File: src/rtl/udp_csum_accum.sv
// Streaming ones'-complement checksum accumulator (IPv4 header / UDP) over a 32-bit byte stream.
// Every adder is a ripple of 4-bit lookahead slices so carry timing stays predictable per slice.

module lca_4bit (
    input  logic [3:0] a,
    input  logic [3:0] b,
    input  logic       cin,
    output logic [3:0] s,
    output logic       cout
);
    logic [3:0] g;
    logic [3:0] p;
    logic [3:0] c;

    assign g = a & b;
    assign p = a ^ b;

    assign c[0] = cin;
    assign c[1] = g[0] | (p[0] & cin);
    assign c[2] = g[1] | (p[1] & g[0]) | (p[1] & p[0] & cin);
    assign c[3] = g[2] | (p[2] & g[1]) | (p[2] & p[1] & g[0]) | (p[2] & p[1] & p[0] & cin);
    assign cout = g[3] | (p[3] & g[2]) | (p[3] & p[2] & g[1]) | (p[3] & p[2] & p[1] & g[0])
                | (p[3] & p[2] & p[1] & p[0] & cin);
    assign s    = p ^ c;
endmodule

module lca_add #(
    parameter int W = 16
) (
    input  logic [W-1:0] a,
    input  logic [W-1:0] b,
    input  logic         cin,
    output logic [W-1:0] s,
    output logic         cout
);
    logic [W/4:0] carry;

    assign carry[0] = cin;

    generate
        for (genvar gi = 0; gi < W / 4; gi++) begin : g_slice
            lca_4bit u_slice (
                .a    (a[4*gi +: 4]),
                .b    (b[4*gi +: 4]),
                .cin  (carry[gi]),
                .s    (s[4*gi +: 4]),
                .cout (carry[gi+1])
            );
        end
    endgenerate

    assign cout = carry[W/4];
endmodule

module udp_csum_accum #(
    parameter int OUT_INVERT   = 1,
    parameter int ZERO_TO_FFFF = 1
) (
    input  logic        sys_clk,
    input  logic        sys_rst,
    input  logic [15:0] seed_in,
    input  logic [31:0] s_axis_tdata,
    input  logic [3:0]  s_axis_tkeep,
    input  logic        s_axis_tvalid,
    input  logic        s_axis_tlast,
    output logic        s_axis_tready,
    output logic [15:0] csum_tdata,
    output logic        csum_tvalid,
    input  logic        csum_tready
);
    typedef enum logic [1:0] {ACCUM, FOLD1, FOLD2, OUT} state_t;

    state_t      state_reg;
    logic [31:0] acc_reg;
    logic        first_reg;
    logic        tready_reg;
    logic        tvalid_reg;
    logic [15:0] tdata_reg;

    logic [7:0]  byte_m [4];
    logic [15:0] w0;
    logic [15:0] w1;
    logic [15:0] pair_sum;
    logic        pair_c;
    logic [31:0] base;
    logic [31:0] beat_sum;
    logic        beat_cout_unused;
    logic [15:0] fold1_sum;
    logic        fold1_c;
    logic [15:0] fold2_sum;
    logic        fold2_cout_unused;
    logic [15:0] inv_sum;
    logic [15:0] final_sum;
    logic        in_hs;

    // Bytes outside tkeep contribute zero, which also pads an odd trailing byte.
    generate
        for (genvar gi = 0; gi < 4; gi++) begin : g_mask
            assign byte_m[gi] = s_axis_tkeep[gi] ? s_axis_tdata[8*gi +: 8] : 8'h00;
        end
    endgenerate

    assign w0   = {byte_m[0], byte_m[1]};
    assign w1   = {byte_m[2], byte_m[3]};
    assign base = first_reg ? {16'h0000, seed_in} : acc_reg;

    lca_add #(.W(16)) u_pair (
        .a (w0), .b (w1), .cin (1'b0), .s (pair_sum), .cout (pair_c)
    );

    lca_add #(.W(32)) u_beat (
        .a (base), .b ({15'h0000, pair_c, pair_sum}), .cin (1'b0),
        .s (beat_sum), .cout (beat_cout_unused)
    );

    lca_add #(.W(16)) u_fold1 (
        .a (acc_reg[15:0]), .b (acc_reg[31:16]), .cin (1'b0),
        .s (fold1_sum), .cout (fold1_c)
    );

    // Second fold injects the single carry bit through cin; it cannot carry out again.
    lca_add #(.W(16)) u_fold2 (
        .a (acc_reg[15:0]), .b (16'h0000), .cin (acc_reg[16]),
        .s (fold2_sum), .cout (fold2_cout_unused)
    );

    assign inv_sum   = (OUT_INVERT != 0) ? ~acc_reg[15:0] : acc_reg[15:0];
    assign final_sum = ((ZERO_TO_FFFF != 0) && (inv_sum == 16'h0000)) ? 16'hFFFF : inv_sum;
    assign in_hs     = s_axis_tvalid && tready_reg;

    always_ff @(posedge sys_clk) begin
        if (sys_rst) begin
            state_reg  <= ACCUM;
            acc_reg    <= 32'h0;
            first_reg  <= 1'b1;
            tready_reg <= 1'b0;
            tvalid_reg <= 1'b0;
            tdata_reg  <= 16'h0000;
        end else begin
            case (state_reg)
                ACCUM: begin
                    tready_reg <= !(in_hs && s_axis_tlast);
                    if (in_hs) begin
                        acc_reg   <= beat_sum;
                        first_reg <= 1'b0;
                        if (s_axis_tlast) begin
                            state_reg <= FOLD1;
                        end
                    end
                end
                FOLD1: begin
                    acc_reg   <= {15'h0000, fold1_c, fold1_sum};
                    state_reg <= FOLD2;
                end
                FOLD2: begin
                    acc_reg   <= {16'h0000, fold2_sum};
                    state_reg <= OUT;
                end
                OUT: begin
                    // Result is loaded once from the fully folded accumulator, then held.
                    if (!tvalid_reg) begin
                        tvalid_reg <= 1'b1;
                        tdata_reg  <= final_sum;
                    end else if (csum_tready) begin
                        tvalid_reg <= 1'b0;
                        acc_reg    <= 32'h0;
                        first_reg  <= 1'b1;
                        tready_reg <= 1'b1;
                        state_reg  <= ACCUM;
                    end
                end
                default: state_reg <= ACCUM;
            endcase
        end
    end

    assign s_axis_tready = tready_reg;
    assign csum_tvalid   = tvalid_reg;
    assign csum_tdata    = tdata_reg;
endmodule
File: config.mk
export PLATFORM = sky130hd
export DESIGN_NAME = udp_csum_accum
export DESIGN_NICKNAME = d
export VERILOG_FILES = /design/src/rtl/udp_csum_accum.sv
export SDC_FILE = /design/constraint.sdc
export NUM_CORES = 1
export LEC_CHECK = 0
export CAP_MARGIN = 20
export CORE_MARGIN = 4
export CORE_UTILIZATION = 30
export DETAILED_ROUTE_END_ITERATION = 7
export HOLD_SLACK_MARGIN = 0.02
export PLACE_DENSITY = 0.5
export SLEW_MARGIN = 30
export SYNTH_ARGS = -nofsm -noshare
export SYNTH_HDL_FRONTEND = slang
export SYNTH_SLANG_ARGS = --single-unit
File: constraint.sdc
create_clock -name sys_clk -period 7.57 [get_ports sys_clk]
set_clock_uncertainty 0.05 [all_clocks]
set_input_delay 2.271 -clock sys_clk [delete_from_list [all_inputs] [get_ports sys_clk]]
set_output_delay 2.271 -clock sys_clk [all_outputs]
set_load 0.01 [all_outputs]
==> results.ini, run 1 <==
[synth]
synthMuxAreaShare_pct=4.03
synth-compound-area-share_pct=23.3
syn_inst=621
synth_edf_count=0
ys_ff_latch=53
yosysUniqueCellTypes=65
synth_flop_cell=dfxtp_1
synth_simple_gate_area_share_pct=19.7
synthesis.nets=751
synth_area_um2=5090
synth_area_leaders=dfxtp_1 21%, ha_1 15%, fa_1 5.1%
synth-async-reset-ratio_pct=0
yosys_warnings=0
yosys.area.top_type=dfxtp_1
avgSynthCellArea_um2=8.20
ys_seq_area_share_pct=20.8
yosysTopAreaCellShare_pct=20.8
synthAdderAreaFrac_pct=19.9
synth_top_family_by_area=compound AO/OA/AOI/OAI gates
synth-xor-area-share_pct=7.74

[place]
post-place-cells=897
placed_area_um2=6070
gp_congestion=0.819
post-dp-hpwl_um=11200
pre_cts_slack_ns=-0.0974
numPortBuffers=74

[floorplan]
start_util_pct=30.7
core_area_um2=16600
row_count=47
dieArea_um2=19100
dieWidth_um=138
num_io_pins=75
fp.dieH_um=138

[grt]
grt_pass1_wl_um=23400
track_usage_pct=14.7
overflow=0
grt_max_degree=52
antenna_found_initial=0
grt_pass1_vias=4636

[timing]
period_share_pct=94.5
tightestPinTransition_ns=0.752
rsz0062_at_grt=false
final-setup-viol-count=0
fin_tns_setup_ns=0
layout_min_cycle_time_ns=7.15
setup_ws_ns=0.418
report.final.slew_viol_count=0
timing.fmax_mhz=140
hold_viol_final=0
hold_slack_ns=0.451
relSlewSlack_pct=49.8

[route]
ant_nets=0
wl_met1_um=6700
drt-total-wl_um=14500
drt_iter0_drc=171
via_per_inst=5.18
wl_per_cell_um=16.0
drtPass1Iterations=4
remaining_drc_errors=0
num_vias=4689
dr_wl_met3_um=623
top_layer=met4
route.met2.wl_um=6870

[power]
total_power_mw=1.37
vdd_drop_max_mv=0.138
leakage_nw=2.65
power_density_nw_per_um2=220

[layout]
final_cell_area_um2=6260
fin_cells=905
regArea_um2=1060
mostFrequentLayoutCell=clkdlybuf4s50_1
nFillCells=1707
final_nets=814
final_cell_mix=71 x clkdlybuf4s50_1, 62 x nor2_1, 59 x ha_1, 53 x dfxtp_1, 45 x a21oi_1
multiInputGateArea_um2=3810
largest_reg_flops=32
insertedDiodeCount=0
area_growth_syn_to_layout_pct=22.9
utilization_pct=37.7
drive_gt1_share_pct=6.86

[clock_network]
clk-insertion-delay-late_ns=0.30
clk_pin_slew_worst_paths_ns=0.07
cts.root.buffer_cell=clkbuf_16
htree_num_levels=2
clock_path_buffers=2
post_cts_buffers=0
ctsHoldBuffers=0
cts_tree=yes
cts_buffers=5
clock-sinks=53

[min_path]
min_path_type=reg2reg
worstHoldEndpoint=csum_tdata[3]
hp-start=csum_tdata[3]
whs_path_depth=2

[worst_setup_path]
crit_type=in2reg
rrSetupSlack_ns=3.57
reg2reg_depth=18
critPathMaxFanout=5
rr_startpoint=first_reg
r2r_end=acc_reg[29]
required_ns=7.69
end_kind=register
cp-start-kind=input port
cp.arrival_ns=7.27

[flow_run]
cap_violations=0

[outcome]
status=finished, final reports clean

==> where the power goes <==
group	switching (mW)	total [mW]	internal [mW]
clock network	0.109	0.266	0.157
registers	0.0993	0.419	0.320
logic	0.385	0.689	0.304
total	0.593	1.37	0.781
==> layout make-up <==
| type | instances | share of cell area, % |
|---|---|---|
| Tap cell | 220 | 4.40 |
| Clock buffer | 6 | 2.06 |
| Multi-Input combinational cell | 508 | 60.9 |
| Sequential cell | 53 | 17.0 |
| Inverter | 31 | 1.86 |
| Timing Repair Buffer | 85 | 13.2 |
| Clock inverter | 2 | 0.620 |
==> cells in the mapped netlist, drive strengths merged (5+ instances only) <==
cell    instances
a21oi          47
mux2           12
a21o            9
nand3          11
a22oi           7
and4            5
nor2b           7
clkbuf         23
o21ai          24
inv            31
dfxtp          53
xnor2          24
fa             13
nand2          42
and2           32
o22ai           5
o31ai           6
a221oi         11
buf             6
nor2           62
nor3            9
ha             60
xor2           21
mux2i           7
a211oi         28
nand2b          9
nand4           6
and3            9
==> worst max path at each step <==
| stage | to | from |
|---|---|---|
| after floorplan | acc_reg[29] | s_axis_tdata[9] |
| after global placement | acc_reg[29] | s_axis_tkeep[1] |
| after detailed placement | acc_reg[29] | s_axis_tkeep[1] |
| after CTS | acc_reg[29] | s_axis_tkeep[1] |
| after global routing | acc_reg[29] | s_axis_tdata[9] |
| final | acc_reg[29] | s_axis_tdata[9] |
==> per-layer routing <==
metal	GRT usage, %	up-vias
li1	-	2364
met1	19.5	2206
met2	24.9	106
met3	1.97	13
met4	4.21	0
met5	0	-
==> repair_timing <==
action,4_1_cts,5_1_grt
resized for setup,0,3
setup endpoints to repair,0,3
hold endpoints to repair,0,0
==> kinds of logic (layout without fill, tap and decap cells) <==
group | count (synthesis) | after routing
AOI/OAI and AO/OA | 170 | 170
xor gates and xnor gates | 45 | 45
adders and majority gates | 73 | 73
buffers and inverters | 60 | 124
DFF | 53 | 53
muxes | 19 | 19
and+or+nand+nor | 201 | 201
==> worst max-delay path, stage by stage <==
cell	delay (ns)
clkdlybuf4s50_1	0.41
nand2_1	0.08
inv_1	0.05
ha_1	0.31
a211oi_1	0.25
o21bai_1	0.15
a21oi_1	0.19
o21ai_0	0.16
a31o_2	0.29
fa_1	0.37
xor2_1	0.18
ha_1	0.35
and4_1	0.25
nand2_1	0.05
or4b_1	0.46
o211a_2	0.17
a31oi_4	0.22
and3_4	0.25
nand3_2	0.10
nor2_1	0.12
ha_1	0.19
xnor2_1	0.07
nand2_1	0.07
o21ai_0	0.07
a22oi_1	0.14
nor2_1	0.06
(Power assumes the default switching activity.)
==> run 2, diff against run 1 <==
--- a/config.mk
+++ b/config.mk
@@ -6,11 +6,12 @@
 export NUM_CORES = 1
 export LEC_CHECK = 0
 export CAP_MARGIN = 20
-export CORE_MARGIN = 4
+export CORE_MARGIN = 2
 export CORE_UTILIZATION = 30
 export DETAILED_ROUTE_END_ITERATION = 7
 export HOLD_SLACK_MARGIN = 0.02
 export PLACE_DENSITY = 0.5
+export SKIP_LAST_GASP = 1
 export SLEW_MARGIN = 30
 export SYNTH_ARGS = -nofsm -noshare
 export SYNTH_HDL_FRONTEND = slang
==> run 2 against run 1 <==
Against the previous run:
- flip-flop and latch count did not move
- critical path type unchanged
- wire length fell by 0.70%
- clock power fell by 12%
==> results.ini, run 2 (synthesis gave the netlist of run 1 again) <==
[floorplan]
start_util_pct=30.7
core_area_um2=16600
dieArea_um2=18000
row_count=47
num_io_pins=75
dieWidth_um=134
fp.dieH_um=134

[clock_network]
post_cts_buffers=0
cts_tree=yes
clk_pin_slew_worst_paths_ns=0.07
cts_resized=0
clk-insertion-delay-late_ns=0.30
cts_buffers=5
htree_num_levels=2
cts.root.buffer_cell=clkbuf_16
ctsHoldBuffers=0
clock_path_buffers=2
clock-sinks=53

[place]
numPortBuffers=74
post-dp-hpwl_um=11200
gp_congestion=0.846
post-place-cells=898
placed_area_um2=6080

[min_path]
whs_path_depth=2
min_path_type=reg2reg
hp-start=csum_tdata[14]

[layout]
fin_cells=906
mostFrequentLayoutCell=clkdlybuf4s50_1
utilization_pct=37.6
largest_reg_flops=32
area_growth_syn_to_layout_pct=22.5
insertedDiodeCount=0
final_cell_mix=71 x clkdlybuf4s50_1, 62 x nor2_1, 59 x ha_1, 53 x dfxtp_1, 45 x a21oi_1
final_nets=815
drive_gt1_share_pct=7.00
final_cell_area_um2=6240

[worst_setup_path]
cp-start-kind=input port
rr_startpoint=first_reg
path_delay_family=compound AO/OA/AOI/OAI gates
reg2reg_depth=18
crit_type=in2reg
cp.depth=26
cp.arrival_ns=7.23
end_kind=register
max_stage_delay_ns=0.46
crit_slowest_cell=or4b_1
required_ns=7.69
cp_num_buf_inv=2
crit_start=s_axis_tdata[9]
critPathMaxFanout=5

[route]
wl_per_cell_um=15.9
num_vias=4602
drt-total-wl_um=14400
ant_nets=0
remaining_drc_errors=0
drt_iter0_drc=155
via_per_inst=5.08
drtPass1Iterations=5

[power]
p_seq_share_pct=31.3
vdd_drop_max_mv=0.123
clock_power_share_pct=17.3
pwr-share-comb_pct=51.3
p_int_uw=748
power_density_nw_per_um2=215
total_power_mw=1.34
leakage_nw=2.64
power.switching_uw=595
swShare_pct=44.3

[timing]
relSlewSlack_pct=50.3
timing.fmax_mhz=141
hold_viol_final=0
period_share_pct=94.0
hold_slack_ns=0.452
rsz0062_at_grt=false
final-setup-viol-count=0
tightestPinTransition_ns=0.745
layout_min_cycle_time_ns=7.12
report.final.slew_viol_count=0

[grt]
grt_pass1_vias=4662
track_usage_pct=16.4
grt_max_degree=52
overflow=0
grt_pass1_wl_um=23800
antenna_found_initial=1

[outcome]
status=finished, final reports clean

[flow_run]
cap_violations=0

run 2: changes by cell type in the layout (fill, tap and decap cells not counted), sizes merged:
| cell | previous run | this run |
|---|---|---|
| bufinv | 1 | 0 |
| clkinv | 1 | 0 |
| clkinvlp | 0 | 2 |
| clkbuf | 6 | 7 |
run 2: power groups by stage:
| stage | Sequential, mW | Clock [mW] | Combinational, mW |
|---|---|---|---|
| floorplan | 0.374 | 0 | 0.511 |
| global placement | 0.427 | 0 | 0.674 |
| detailed placement | 0.429 | 0 | 0.690 |
| CTS | 0.422 | 0.239 | 0.694 |
| global route | 0.430 | 0.251 | 0.775 |
| finish | 0.421 | 0.233 | 0.690 |
run 2: final timing paths:
kind                                  endpoint  slack [ns]
worst max-delay path               acc_reg[29]        0.45
worst min-delay path            csum_tdata[14]        0.45
worst max register to register     acc_reg[29]        3.63
worst min register to register  csum_tdata[14]        0.45
run 2: per-stage QoR:
| stage | setup slack [ns] | setup TNS [ns] |
|---|---|---|
| floorplan | 0.862 | 0 |
| global placement | 0.0611 | 0 |
| detailed placement | -0.119 | -0.190 |
| CTS | 0.203 | 0 |
| global route | 0.0300 | 0 |
| finish | 0.455 | 0 |
run 2: final cells by class:
type / instances / area (um2)
Clock buffer: 6 / 129
Clock inverter: 2 / 15.0
Fill cell: 1705 / 10300
Inverter: 31 / 116
Multi-Input combinational cell: 508 / 3810
Sequential cell: 53 / 1060
Tap cell: 220 / 275
Timing Repair Buffer: 86 / 831
run 2: worst min-delay path: stages, from the launching register on:
cell and delay (ns):
dfxtp_1 0.31, nor2_1 0.09, a211oi_1 0.05
run 2: per-layer routing:
layer,wire (um),share of wire [%],up-vias,global-route usage [%]
met5,0,0,-,0
met4,197,1.4,0,5.15
met3,604,4.2,12,2.15
met2,6730,47,97,27.6
met1,6840,48,2123,21.8
li1,-,-,2370,-
==> run 3, diff against run 2 <==
--- a/config.mk
+++ b/config.mk
@@ -7,12 +7,12 @@
 export LEC_CHECK = 0
 export CAP_MARGIN = 20
 export CORE_MARGIN = 2
-export CORE_UTILIZATION = 30
+export CORE_UTILIZATION = 56
 export DETAILED_ROUTE_END_ITERATION = 7
 export HOLD_SLACK_MARGIN = 0.02
-export PLACE_DENSITY = 0.5
+export PLACE_DENSITY = 0.83
 export SKIP_LAST_GASP = 1
-export SLEW_MARGIN = 30
+export SLEW_MARGIN = 20
 export SYNTH_ARGS = -nofsm -noshare
 export SYNTH_HDL_FRONTEND = slang
 export SYNTH_SLANG_ARGS = --single-unit
==> run 3 against run 2 <==
Against the previous run:
- utilization up 32 points
- clock-buffer cell count is 1 lower
- critical path depth did not move
- via count rose by 5.8%
- clock power shrank 13%
- sequential share of layout area up 0.46 points
- die area decreased by 45%
- cell count decreased by 12%
- register-to-register slack got worse by 0.06 ns
- critical endpoint unchanged
- largest cell class unchanged
- hold slack improved by 0.0052 ns
- design area fell by 2.6%
==> results.ini, run 3 (synthesis gave the netlist of run 1 again) <==
[clock_network]
cts_tree=yes
clk_pin_slew_worst_paths_ns=0.11
clock-sinks=53
htree_num_levels=2
cts_buffers=5
clock_path_buffers=2
cts.root.buffer_cell=clkbuf_8
clk-insertion-delay-late_ns=0.32

[power]
vdd_drop_max_mv=0.130
total_power_mw=1.31
leakage_nw=2.63
power_density_nw_per_um2=215

[route]
remaining_drc_errors=0
ant_nets=0
drt-total-wl_um=13100
wl_per_cell_um=16.6
route.met2.wl_um=6400
drt_iter0_drc=386
num_vias=4870
top_layer=met4
dr_wl_met3_um=679
drtPass1Iterations=5
wl_met1_um=5600
via_per_inst=6.13

[place]
gp_congestion=0.922
pre_cts_slack_ns=-0.0615
post-place-cells=786
numPortBuffers=74
post-dp-hpwl_um=10100

[worst_setup_path]
critPathMaxFanout=8
required_ns=7.72
crit_type=in2reg
cp-start-kind=input port
end_kind=register
cp.arrival_ns=7.33

[flow_run]
cap_violations=0

[layout]
mostFrequentLayoutCell=clkdlybuf4s50_1
multiInputGateArea_um2=3820
fin_cells=794
final_cell_mix=73 x clkdlybuf4s50_1, 62 x nor2_1, 60 x ha_1, 53 x dfxtp_1, 45 x a21oi_1
area_growth_syn_to_layout_pct=19.3
drive_gt1_share_pct=7.14
nFillCells=713
largest_reg_flops=32
regArea_um2=1060
final_nets=815
insertedDiodeCount=0

[timing]
tightestPinTransition_ns=0.760
hold_viol_final=0
report.final.slew_viol_count=0
final-setup-viol-count=0
timing.fmax_mhz=139
relSlewSlack_pct=49.3
fin_tns_setup_ns=0
rsz0062_at_grt=false
setup_ws_ns=0.392
layout_min_cycle_time_ns=7.18
hold_slack_ns=0.458
period_share_pct=94.8

[min_path]
min_path_type=reg2reg

[floorplan]
start_util_pct=58.1
fp.dieH_um=99.4
row_count=34
dieArea_um2=9870
core_area_um2=8760
dieWidth_um=99.4
num_io_pins=75

[grt]
grt_max_degree=52
grt_pass1_wl_um=22400
grt_pass1_vias=4823
antenna_found_initial=0
track_usage_pct=27.3
overflow=0

[outcome]
status=finished, final reports clean

-- run 3: cell types whose count changed in the layout (fill, tap and decap cells not counted), moves of 2 or more --
cell	change
clkbuf_8	+5
clkdlybuf4s50_1	+2
clkinvlp_4	-2
clkbuf_16	-5
-- run 3: area by class of cell --
class / count / area share (%)
clock inverter: 3 / 0.721
multi-input combinational: 508 / 62.8
tap: 108 / 2.22
timing repair buffer: 86 / 13.7
clock buffer: 5 / 1.13
inverter: 31 / 1.92
sequential: 53 / 17.5
-- run 3: path summary, 6_finish.rpt --
| check | from | endpoint | slack (ns) | cells after the start |
|---|---|---|---|---|
| max | s_axis_tkeep[3] | acc_reg[29] | 0.39 | 26 |
| min reg2reg | csum_tdata[6] | csum_tdata[6] | 0.46 | 2 |
| min | csum_tdata[6] | csum_tdata[6] | 0.46 | 2 |
| max reg2reg | first_reg | acc_reg[29] | 3.57 | 18 |
-- run 3: where the power goes --
group | switching, mW | total (mW) | internal, mW | leakage (nW)
registers | 0.0949 | 0.414 | 0.319 | 0.431
clock network | 0.104 | 0.203 | 0.0994 | 0.0585
logic | 0.381 | 0.688 | 0.307 | 2.14
-- run 3: metrics by stage --
stage	area [um2]	utilization [%]
after floorplan	5090	-
after global placement	5940	67.8
after detailed placement	5940	67.8
after CTS	6060	69.1
after global routing	6080	69.3
final	6080	69.3
-- run 3: timing repair --
item	CTS	global route
hold buffers	0	0
setup endpoints to repair	0	3
endpoints found under the hold margin	0	0
resized for setup	0	5
buffers inserted	0	0
-- run 3: critical path: stages --
cell             delay (ns)
clkdlybuf4s50_1        0.56
nand2_1                0.11
inv_1                  0.07
ha_1                   0.24
a211oi_2               0.25
o21bai_2               0.13
a21oi_1                0.15
o21ai_0                0.16
a31o_2                 0.29
fa_1                   0.37
xor2_1                 0.17
ha_1                   0.35
and4_1                 0.25
nand2_1                0.05
or4b_1                 0.46
o211a_2                0.17
a31oi_4                0.22
and3_4                 0.24
nand3_2                0.08
nor2_1                 0.10
ha_1                   0.19
xnor2_1                0.07
nand2_1                0.07
o21ai_0                0.08
a22oi_1                0.15
nor2_1                 0.06
-- run 3: per-layer routing --
metal	track usage (%)	up-vias
li1	-	2367
met1	34.6	2293
met2	47.9	177
met3	2.32	33
met4	10.6	0
met5	0	-
==> patch 1, RTL diff (flow settings as in run 3) <==
The parameter `OUT_INVERT` goes from 1 to 0.
--- a/src/rtl/udp_csum_accum.sv
+++ b/src/rtl/udp_csum_accum.sv
@@ -54,5 +54,5 @@
 
 module udp_csum_accum #(
-    parameter int OUT_INVERT   = 1,
+    parameter int OUT_INVERT   = 0,
     parameter int ZERO_TO_FFFF = 1
 ) (
Formal check against the unedited RTL: not equivalent (a bounded check fails within 10 cycles, from zero or initial values and one cycle with sys_rst high).
==> patch 1 against run 3 <==
Sequential cell count is the same; critical path depth grew 1; routed wire length grew 0.23%; sequential share of layout area shrank 0.21 points; cell area grew 1.2%; synthesized area grew 2.6%; power grew 31%; utilization shrank 2.1 points; via count grew 3.1%; largest power group unchanged; worst hold slack lost 0.011 ns; clock power shrank 17%; worst setup slack gained 0.052 ns.
==> patch 1: results (changes against run 3) <==
Status
  – Status: finished clean

Floorplanning
  – Die X: 101 um (+1.2%)

Route
  – Drt pass-1 iters: 7 (+2)
  – 1st-iter DRT viols: 293 (-24%)
  – Vias per cell: 6.05 (-1.4%)

Place
  – DPL Wire Length: 10.3 mm (+2.5%)
  – Post-placement cell count: 822 (+4.6%)
  – Area after DPL: 6050 um^2 (+1.8%)

Worst setup path
  – Worst r2r dst: acc_reg[17]
  – R2R cell count: 16 (-2)
  – Worst R2R Setup Slack: 3.77 ns (+0.20 ns)
  – Slowest stage delay, CP: 0.50 ns (-0.06 ns)
  – CP Max Fanout: 4 (-4)

Finish
  – Fraction of layout cells with a size suffix above 1: 6.40% (-0.75 points)
  – Filler cells: 796 (+12%)
  – Non-Filler Instances: 830 (+4.5%)

Global route
  – Largest net degree at the start of global routing: 56 (+7.7%)
  – Number of global-route vias before repair: 4,984 (+3.3%)
  – GRT Total Usage: 27.1% (-0.22 points)
  – First-pass GRT wire length: 22.6 mm (+1.1%)

Logic synthesis
  – Commonest cells in the synthesized netlist: nor2_1, ha_1, dfxtp_1, a21oi_1, nand2_1
  – Synth top area cells: dfxtp_1, ha_1, nor2_1
  – Register area share after synthesis: 20.3% (-0.53 points)
  – Mapped Avg Cell Area: 7.95 um^2 (-3.0%)
  – Syn_nets: 787 (+4.8%)
  – Syn Std Cell Area: 5220 um^2 (+2.6%)
  – Post-synth top area share: 20.3% (-0.53 points)

Pwr
  – Max IR drop VDD: 0.000131 V (+0.60%)
  – Leakage: 2.76 nW (+4.9%)

Timing
  – Slew margin rel.: 29.7% (-20 points)
==> patch 1: worst max-delay path, delay by kind of cell <==
| family | cells | cell delay [ns] |
|---|---|---|
| XOR/XNOR | 2 | 0.30 |
| buffers and inverters | 3 | 0.66 |
| adder cells (fa/ha/maj) | 4 | 1.15 |
| AND/OR/NAND/NOR | 8 | 1.04 |
| AO/OA/AOI/OAI | 10 | 1.83 |
==> patch 1: cells by family (layout without fill, tap and decap cells) <==
family,count (synthesis),in the layout,synth area share (%)
compound gates,172,172,22.7
xor+xnor,37,37,6.20
fa+ha+maj,73,73,19.4
buf+inv,61,123,4.38
flops,53,53,20.3
mux,19,19,4.00
simple gates,242,242,23.1
==> patch 1: worst min path at each step <==
stage	from	endpoint	cells after the start	slack, ns
2_1_floorplan	acc_reg[26]	acc_reg[26]	2	0.42
3_3_place_gp	csum_tdata[8]	csum_tdata[8]	2	0.43
3_5_place_dp	csum_tdata[8]	csum_tdata[8]	2	0.43
4_1_cts	csum_tdata[8]	csum_tdata[8]	2	0.45
5_1_grt	csum_tdata[7]	csum_tdata[7]	2	0.47
6_report	csum_tdata[8]	csum_tdata[8]	2	0.45
==> patch 1: power by group <==
group          switching, W  leakage, nW  internal [W]
Clock              0.000102       0.0445     0.0000660
Sequential         0.000128        0.431      0.000343
Combinational      0.000616         2.28      0.000449
==> patch 1: final cells by class <==
| class | count | area [um^2] | area share, % |
|---|---|---|---|
| Sequential cell | 53 | 1060 | 17.3 |
| Tap cell | 111 | 139 | 2.26 |
| Clock buffer | 5 | 68.8 | 1.12 |
| Inverter | 34 | 128 | 2.08 |
| Clock inverter | 3 | 21.3 | 0.346 |
| Timing Repair Buffer | 81 | 791 | 12.9 |
| Multi-Input combinational cell | 543 | 3940 | 64.1 |
==> patch 1: what timing repair did <==
action	in CTS	in global routing
setup endpoints to repair	0	5
resized for setup	0	2
hold buffers	0	0
==> patch 1: per-layer routing <==
metal | wire, um | track usage [%] | vias to the layer above
met5 | 0 | 0 | -
met4 | 302 | 7.17 | 0
met3 | 886 | 3.33 | 30
met2 | 6350 | 49.2 | 226
met1 | 5640 | 33.6 | 2287
li1 | - | - | 2479
==> patch 1: through the flow <==
stage / setup TNS [ns] / utilization, % / setup slack, ns
final: 0 / 67.2 / 0.444
after global routing: 0 / 67.2 / 0.0955
after CTS: 0 / 67.1 / 0.247
after detailed placement: -0.149 / 66.1 / -0.0837
after global placement: 0 / 66.1 / 0.237
after floorplan: 0 / - / 0.976
==> patch 2, RTL diff (config.mk and constraints of run 3) <==
Without the edit above. Reset style: asynchronous (`sys_rst`), changed in one clocked block.
--- a/src/rtl/udp_csum_accum.sv
+++ b/src/rtl/udp_csum_accum.sv
@@ -129,5 +129,5 @@
     assign in_hs     = s_axis_tvalid && tready_reg;
 
-    always_ff @(posedge sys_clk) begin
+    always_ff @(posedge sys_clk or posedge sys_rst) begin
         if (sys_rst) begin
             state_reg  <= ACCUM;
Function: differs if sys_rst is asserted again (counterexample within 4 cycles, from zero or initial values and one cycle with sys_rst high); with sys_rst held inactive, the same outputs for 4 cycles.
==> patch 2 against run 3 <==
Synthesized area increased by 3.7%; power increased by 52%; worst hold slack improved by 0.024 ns; highest routed layer unchanged; largest cell class unchanged; maximum frequency decreased by 0.94%; cell area increased by 2.6%; worst setup slack got worse by 0.068 ns; global-route usage increased by 0.058 points; critical path type unchanged; non-clock buffer count decreased by 5; routed wire length increased by 1.8%; sequential cell count unchanged.
==> patch 2: results (changes against run 3) <==
Route
  – Drt pass-1 iters: 5 (unchanged)
  – 1st-iter DRT viols: 337 (-13%)
  – M1 wire length: 5.60 mm (unchanged)
  – Post-DR wirelength/cell: 16.9 um (+1.9%)
  – Detail Route met2 WL: 6.66 mm (+4.0%)
  – Met3 routed WL: 801 um (+18%)
  – Total number of vias: 4,902 (+0.66%)
  – Max layer used: met4

Worst setup path
  – Crit path from: s_axis_tkeep[1]
  – Crit-path slowest cell: clkdlybuf4s50_1
  – Slowest stage delay, CP: 0.51 ns (-0.05 ns)
  – R2R cell count: 15 (-3)
  – Worst reg2reg startpoint: first_reg
  – CP Max Fanout: 8 (unchanged)
  – Worst R2R Setup Slack: 3.20 ns (-0.37 ns)
  – Crit path DAT: 7.41 ns (+0.08 ns)
  – CP endpoint: acc_reg[29]

Finish
  – # diodes: 0 (unchanged)
  – Largest register FFs: 32 (unchanged)
  – Nets: 811 (-0.49%)
  – Fraction of layout cells with a size suffix above 1: 6.45% (-0.69 points)

Pwr
  – Leakage: 2.89 nW (+9.8%)
  – Sw power: 0.000957 W (+65%)
  – Max IR drop VDD: 0.000140 V (+7.5%)

Clocking
  – H-tree lvl count: 2 (unchanged)
  – Hold buffers post-CTS: 0 (unchanged)
  – Root Driver: clkbuf_8
  – CTS buffer count: 5 (unchanged)
  – Max clock buf depth: 2 (unchanged)
  – Clock-pin slew on the worst setup and hold paths: 0.10 ns
  – Clk Latency, worst-skew pair: 0.31 ns

Global route
  – Largest net degree at the start of global routing: 54 (+3.8%)
  – Met2 Resource Use GR: 48.1% (+0.17 points)
  – First-pass GRT wire length: 22.7 mm (+1.4%)
  – Met1 Usage GRT: 35.1% (+0.50 points)
  – GRT met3 Usage: 2.98% (+0.66 points)
  – Initial antenna violation count: 0 (unchanged)
  – GRT Total Usage: 27.3% (+0.058 points)
  – Number of global-route vias before repair: 4,945 (+2.5%)

Logic synthesis
  – Synth unique cells: 62 (-4.6%)
  – Commonest cells in the synthesized netlist: ha_1, dfrtp_1, nand2_1, nor2_1, o21ai_0
  – Yosys warning total: 0 (unchanged)
  – Async SR Flop Fraction: 100% (+100 points)
  – Synth top area cells: dfrtp_1, ha_1, fa_1
  – Main synth FF type: dfrtp_1
  – Register area share after synthesis: 25.2% (+4.3 points)
  – Syn_nets: 743 (-1.1%)

Place
  – DPL Wire Length: 10.4 mm (+3.2%)
  – Gp weighted congestion: 0.911 (-1.1%)
  – IO buf count: 74 (unchanged)
  – Dpl ws: -0.0973 ns (-0.0357 ns)

Status
  – Status: finished clean

Timing
  – Worst slew pin tran: 0.908 ns (+0.148 ns)
  – Period utilisation layout: 95.7% (+0.90 points)

Min path
  – HP Class: register to register
==> patch 2: changes by cell type after synthesis, sizes merged, moves of 7 or more <==
cell    before  now
o21ai       24   43
a21oi       47   40
clkbuf      23   16
dfxtp       53    0
a211oi      28   16
a21o         9   18
xor2        21   13
dfrtp        0   52
nor2        62   45
nor2b        7   15
nand3       11   20
nand2       42   51
==> patch 2: logic make-up after synthesis <==
family	Yosys count	share of synthesized area [%]
xor+xnor	36	5.97
flops	53	25.2
fa+ha+maj	73	19.2
buf+inv	53	3.84
simple gates	212	20.7
mux	19	3.94
compound gates	167	21.2
==> patch 2: final cells by class <==
| type | instances | area, um^2 |
|---|---|---|
| multi-input combinational | 507 | 3760 |
| fill | 755 | 2960 |
| sequential | 53 | 1330 |
| timing repair buffer | 81 | 793 |
| tap | 111 | 139 |
| inverter | 33 | 125 |
| clock buffer | 6 | 72.6 |
| clock inverter | 2 | 15.0 |
==> patch 2: worst min-delay path by stage <==
stage                         from        endpoint  slack [ns]  depth (start not counted)
finish              csum_tdata[14]  csum_tdata[14]        0.48                          2
global route        csum_tdata[14]  csum_tdata[14]        0.51                          2
CTS                  csum_tdata[7]   csum_tdata[7]        0.49                          2
detailed placement  csum_tdata[12]  csum_tdata[12]        0.47                          2
global placement     csum_tdata[7]   csum_tdata[7]        0.46                          2
floorplan               acc_reg[5]   csum_tdata[5]        0.44                          1
==> patch 2: repair_timing <==
item | CTS | global route
gates resized for setup | 0 | 2
setup buffers | 0 | 2
endpoints found under the setup margin | 0 | 3
==> patch 2: metrics by stage <==
| stage | std cells | area [um^2] | util [%] | power, W | setup TNS [ns] |
|---|---|---|---|---|---|
| finish | 793 | 6230 | 67.8 | 0.00198 | 0 |
| floorplan | 613 | 5280 | - | 0.00141 | 0 |
| detailed placement | 783 | 6120 | 66.5 | 0.00180 | -0.198 |
| CTS | 791 | 6210 | 67.5 | 0.00197 | 0 |
| global placement | 783 | 6120 | 66.5 | 0.00174 | 0 |
| global route | 793 | 6230 | 67.8 | 0.00215 | 0 |
==> patch 2: worst max-delay path: cells and delay by family <==
family	cells	cell delay, ns
buffers and inverters	3	0.74
AND/OR/NAND/NOR	4	0.76
XOR/XNOR	2	0.24
AO/OA/AOI/OAI	11	2.09
adder cells (fa/ha/maj)	4	1.31
==> patch 2: power groups by stage <==
stage	combinational, W	sequential, W	clock (W)
2_1_floorplan	0.000908	0.000499	0
4_1_cts	0.00125	0.000555	0.000165
3_5_place_dp	0.00124	0.000561	0
5_1_grt	0.00140	0.000574	0.000176
3_3_place_gp	0.00119	0.000552	0
6_report	0.00126	0.000559	0.000163
